### src/rtl/uart_tx.sv
// UART transmitter: LSB-first framing with optional parity and 1 or 2 stop bits,
// paced by an external baud counter that it restarts on every accepted byte.
module uart_tx #(
  parameter int unsigned DATA_BITS = 8,
  parameter int unsigned PARITY    = 0,
  parameter int unsigned STOP_BITS = 1
) (
  input  logic                 clk,
  input  logic                 reset,
  input  logic                 baud_tick,
  output logic                 baud_sync,
  input  logic [DATA_BITS-1:0] tx_data,
  input  logic                 tx_valid,
  output logic                 tx_ready,
  output logic                 txd,
  output logic                 busy,
  output logic                 tx_done
);

  localparam int unsigned      BIT_W     = (DATA_BITS > 1) ? $clog2(DATA_BITS) : 1;
  localparam logic [BIT_W-1:0] LAST_IDX  = BIT_W'(DATA_BITS - 1);
  localparam logic             LAST_STOP = 1'(STOP_BITS - 1);
  localparam logic             HAS_PAR   = 1'(PARITY != 0);
  localparam logic             PAR_INIT  = 1'(PARITY == 2);

  typedef enum logic [2:0] {
    S_IDLE,
    S_START,
    S_DATA,
    S_PARITY,
    S_STOP
  } state_t;

  state_t               r_state;
  state_t               w_state_nxt;
  logic [DATA_BITS-1:0] r_shift;
  logic [DATA_BITS-1:0] w_shift_nxt;
  logic [BIT_W-1:0]     r_bit_idx;
  logic [BIT_W-1:0]     w_bit_idx_nxt;
  logic                 r_stop_cnt;
  logic                 w_stop_cnt_nxt;
  logic                 r_par;
  logic                 w_par_nxt;
  logic                 r_txd;
  logic                 w_txd_nxt;
  logic                 r_tx_done;
  logic                 w_tx_done_nxt;
  logic                 w_accept;

  // Handshake and status decoded straight from the state register
  assign tx_ready  = (r_state == S_IDLE);
  assign busy      = (r_state != S_IDLE);
  assign w_accept  = tx_valid && (r_state == S_IDLE);
  assign baud_sync = w_accept;
  assign txd       = r_txd;
  assign tx_done   = r_tx_done;

  // State and datapath registers; reset aborts any frame and parks the line high
  always_ff @(posedge clk or negedge reset) begin
    if (!reset) begin
      r_state    <= S_IDLE;
      r_shift    <= '0;
      r_bit_idx  <= '0;
      r_stop_cnt <= 1'b0;
      r_par      <= 1'b0;
      r_txd      <= 1'b1;
      r_tx_done  <= 1'b0;
    end else begin
      r_state    <= w_state_nxt;
      r_shift    <= w_shift_nxt;
      r_bit_idx  <= w_bit_idx_nxt;
      r_stop_cnt <= w_stop_cnt_nxt;
      r_par      <= w_par_nxt;
      r_txd      <= w_txd_nxt;
      r_tx_done  <= w_tx_done_nxt;
    end
  end

  // Next-state and next-output logic; parity accumulates from bits as they leave the shifter
  always_comb begin
    w_state_nxt    = r_state;
    w_shift_nxt    = r_shift;
    w_bit_idx_nxt  = r_bit_idx;
    w_stop_cnt_nxt = r_stop_cnt;
    w_par_nxt      = r_par;
    w_txd_nxt      = r_txd;
    w_tx_done_nxt  = 1'b0;

    case (r_state)
      S_IDLE: begin
        w_txd_nxt = 1'b1;
        if (w_accept) begin
          w_shift_nxt    = tx_data;
          w_bit_idx_nxt  = '0;
          w_stop_cnt_nxt = 1'b0;
          w_par_nxt      = PAR_INIT;
          w_txd_nxt      = 1'b0;
          w_state_nxt    = S_START;
        end
      end

      S_START: begin
        if (baud_tick) begin
          w_txd_nxt     = r_shift[0];
          w_shift_nxt   = r_shift >> 1;
          w_par_nxt     = r_par ^ r_shift[0];
          w_bit_idx_nxt = '0;
          w_state_nxt   = S_DATA;
        end
      end

      S_DATA: begin
        if (baud_tick) begin
          if (r_bit_idx == LAST_IDX) begin
            if (HAS_PAR) begin
              w_txd_nxt   = r_par;
              w_state_nxt = S_PARITY;
            end else begin
              w_txd_nxt      = 1'b1;
              w_stop_cnt_nxt = 1'b0;
              w_state_nxt    = S_STOP;
            end
          end else begin
            w_txd_nxt     = r_shift[0];
            w_shift_nxt   = r_shift >> 1;
            w_par_nxt     = r_par ^ r_shift[0];
            w_bit_idx_nxt = r_bit_idx + BIT_W'(1);
          end
        end
      end

      S_PARITY: begin
        if (baud_tick) begin
          w_txd_nxt      = 1'b1;
          w_stop_cnt_nxt = 1'b0;
          w_state_nxt    = S_STOP;
        end
      end

      S_STOP: begin
        w_txd_nxt = 1'b1;
        if (baud_tick) begin
          if (r_stop_cnt == LAST_STOP) begin
            w_tx_done_nxt = 1'b1;
            w_state_nxt   = S_IDLE;
          end else begin
            w_stop_cnt_nxt = r_stop_cnt + 1'b1;
          end
        end
      end

      default: begin
        w_txd_nxt   = 1'b1;
        w_state_nxt = S_IDLE;
      end
    endcase
  end

endmodule

### config.mk
export PLATFORM = sky130hd
export DESIGN_NAME = uart_tx
export DESIGN_NICKNAME = d
export VERILOG_FILES = /design/src/rtl/uart_tx.sv
export SDC_FILE = /design/constraint.sdc
export NUM_CORES = 1
export LEC_CHECK = 0
export CAP_MARGIN = 20
export CELL_PAD_IN_SITES_DETAIL_PLACEMENT = 0
export CELL_PAD_IN_SITES_GLOBAL_PLACEMENT = 1
export CORE_MARGIN = 2
export CORE_UTILIZATION = 40
export CTS_CLUSTER_DIAMETER = 200
export DETAILED_ROUTE_END_ITERATION = 8
export DONT_BUFFER_PORTS = 1
export PLACE_DENSITY = 0.7
export SYNTH_ARGS = -nofsm -noshare
export SYNTH_HDL_FRONTEND = slang
export SYNTH_SLANG_ARGS = --single-unit
### constraint.sdc
create_clock -name clk -period 1.7 [get_ports clk]
set_input_delay 0.34 -clock clk [delete_from_list [all_inputs] [get_ports clk]]
set_output_delay 0.34 -clock clk [all_outputs]
set_load 0.02 [all_outputs]
==> results.py <==
metrics = {
    "placed_design": {
        "gp_congestion": 0.718,
        "placed_cell_area_um2": 940,
        "portBuffers": 0,
        "placed_cells": 115,
        "dpl.hpwl_mm": 1.09,
    },
    "synthesis": {
        "ys_seq_area_frac": 0.455,
        "synthCells": 84,
        "synth_fp_nets": 98,
        "synth_top_area_cell": "dfrtp_1",
        "avgSynthCellArea_um2": 10.5,
        "synth_top_cells_by_area": "dfrtp_1 43%, mux2i_1 7.9%, a21oi_2 7.0%",
        "ys_top_cells_by_count": "15 x dfrtp_1, 11 x nor2_1, 7 x a21oi_2, 7 x mux2i_1, 6 x o21ai_0",
        "async_flop_share": 1.00,
        "ys_warn_count": 0,
        "synth_edf_count": 0,
        "ys_types": 27,
        "netlist_area_um2": 882,
        "synth_top_area_frac": 0.426,
        "synth_flop_cell": "dfrtp_1",
        "synth_most_common_cell": "dfrtp_1",
        "ys_seq_elements": 16,
    },
    "worst_setup_path": {
        "crit_type": "flip-flop to flip-flop",
        "cp.arrival_ps": 1930,
        "critPathRequiredTime_ps": 1880,
        "r2r_slack_ps": -40,
        "startpoint_type": "flip-flop",
        "cp_max_fo": 5,
        "critPathCaptureType": "flip-flop",
    },
    "power": {
        "seqPwrFrac": 0.269,
        "p_comb_frac": 0.631,
        "switchingPower_w": 0.00100,
        "power.internal_w": 0.00158,
        "finalPower_w": 0.00258,
        "power.share.clock": 0.101,
        "p_per_area_nw_per_um2": 2120,
        "power_leakage_nw": 0.496,
        "peakVddDrop_v": 0.00128,
        "p_sw_frac": 0.388,
    },
    "floorplan": {
        "die-area_um2": 2600,
        "fp.dieW_um": 51.0,
        "ioPinCount": 17,
        "row_count": 17,
        "die_h_um": 51.0,
        "initial_core_util": 0.411,
        "core_um2": 2150,
    },
    "grt": {
        "grt-ovfl-total": 0,
        "grt_pass1_wl_mm": 3.08,
        "grt_max_degree": 20,
        "antenna_found_initial": 0,
        "grt_pass1_vias": 662,
        "grt_use_total": 0.164,
    },
    "sta": {
        "fin_skew_ps": 2.17,
        "slew_viol_final": 0,
        "finalHoldViolCount": 0,
        "rsz0062_at_grt": "true",
        "relSlewSlack": 0.490,
        "worst_slack_ps": -43.9,
        "post-route-period-util": 1.03,
        "worstMarginPinSlew_ps": 763,
        "setup_violations": 1,
        "period_minus_slack_ps": 1740,
        "fmax_ghz": 0.573,
    },
    "drt": {
        "drt_first_pass_iters": 3,
        "vias": 657,
        "wirelength_mm": 1.90,
        "wl_per_cell_um": 15.0,
        "drc": 0,
        "first_iter_violations": 2,
        "detail-route-antenna-nets": 0,
        "viasPerCell": 5.17,
    },
    "clock_network": {
        "clockBufferDepth": 2,
        "htreeDepth": 1,
        "cts_buffers": 3,
        "clkTransAtPathRegs_ps": 100,
        "ctsRootBufferMaster": "clkbuf_4",
        "insertion_delay_ps": 290,
        "numClockSinks": 16,
        "cts_tree": "built",
    },
    "cells_and_area": {
        "finalInstanceArea_um2": 1220,
        "fin_util": 0.567,
        "antenna_cells": 0,
        "area_delta_synth_final_pct": 38.2,
        "layout.nets": 114,
        "fin_cells": 127,
        "drive_gt1_frac": 0.505,
    },
    "status": {
        "failed_checks": "setup timing",
        "outcome": "finished with violations",
    },
    "flow_run": {
        "maxCapViolations": 0,
    },
    "worst_hold_path": {
        "min_path_type": "input pin to flip-flop",
    },
}
kinds of logic (layout without fill, tap and decap cells):
| logic type | after synthesis | count (layout) | share of synthesized area |
|---|---|---|---|
| AOI/OAI and AO/OA | 19 | 19 | 0.174 |
| adders and majority gates | 3 | 3 | 0.0397 |
| buffers and inverters | 10 | 25 | 0.0695 |
| DFF | 16 | 16 | 0.455 |
| muxes | 8 | 8 | 0.0922 |
| and+or+nand+nor | 28 | 28 | 0.169 |
metal layers:
metal	wire [um]	share of wire	track usage	vias to the layer above
met5	0	0	0	-
met2	1020	0.53	0.281	16
met1	776	0.41	0.184	318
met4	16	0.0084	0.0676	0
li1	-	-	-	321
met3	96	0.050	0.0585	2
critical path: stages (launching register included):
cell and delay, ps:
dfrtp_1 410, ha_2 210, ha_4 160, nand4bb_4 190, a31oi_4 220, buf_12 150, mux2_4 300
stage by stage:
stage	setup slack, ps	hold slack, ps	TNS, ps
after floorplan	16.3	44.4	0
after global placement	-21.9	44.8	-39.7
after detailed placement	-83.0	44.8	-676
after CTS	-8.35	118	-8.35
after global routing	-95.3	121	-437
final	-43.9	136	-43.9
registers in the layout, summed over array words and instances, names as in the netlist:
name / cells
r_bit_idx: 3
r_shift: 8
r_state: 3
tx_done: 1
txd: 1
placed cells by master, fill, tap and decap left out, types with 2 or more instances in the layout:
cell type / Yosys / final
a21oi_1: 2 / 2
a21oi_2: 7 / 7
buf_12: 0 / 3
buf_4: 0 / 8
buf_6: 3 / 2
clkbuf_16: 0 / 2
clkbuf_4: 0 / 3
dfrtp_1: 15 / 13
dfrtp_2: 0 / 2
inv_1: 5 / 5
mux2i_1: 7 / 4
mux2i_2: 0 / 2
nand2_1: 3 / 3
nand2b_1: 4 / 4
nand3_2: 0 / 2
nand3b_1: 2 / 2
nor2_1: 11 / 4
nor2_2: 0 / 6
o21ai_0: 6 / 3
o21ai_1: 0 / 2
worst paths after layout:
| path | depth (start not counted) | end | startpoint |
|---|---|---|---|
| setup reg to reg | 6 | r_bit_idx[0] | r_bit_idx[1] |
| max in group asynchronous | 1 | r_state[0] | reset |
| hold reg to reg | 2 | r_shift[7] | r_shift[7] |
| hold / removal | 1 | r_state[2] | baud_tick |
| min in group asynchronous | 1 | tx_done | reset |
| setup / recovery | 6 | r_bit_idx[0] | r_bit_idx[1] |
repair_timing:
| item | 4_1_cts | 5_1_grt |
|---|---|---|
| setup endpoints to repair | 12 | 14 |
| pin swaps | 2 | 5 |
| hold buffers | 1 | 0 |
| setup buffers | 4 | 2 |
| hold endpoints to repair | 16 | 0 |
| cloned | 0 | 2 |
| gates resized for setup | 4 | 27 |
power by group through the flow:
stage	sequential, W	clock [W]	combinational [W]
after floorplan	0.000629	0	0.000880
after global placement	0.000688	0	0.000951
after detailed placement	0.000696	0	0.000973
after CTS	0.000666	0.000283	0.00113
after global routing	0.000717	0.000290	0.00177
final	0.000694	0.000261	0.00163
area by class of cell:
cell class | count | area (um2)
Sequential cell | 16 | 404
Fill cell | 196 | 930
Timing Repair Buffer | 16 | 203
Clock buffer | 4 | 36.3
Tap cell | 28 | 35.0
Inverter | 5 | 18.8
Multi-Input combinational cell | 58 | 522
Power figures use the tool's default switching activity.
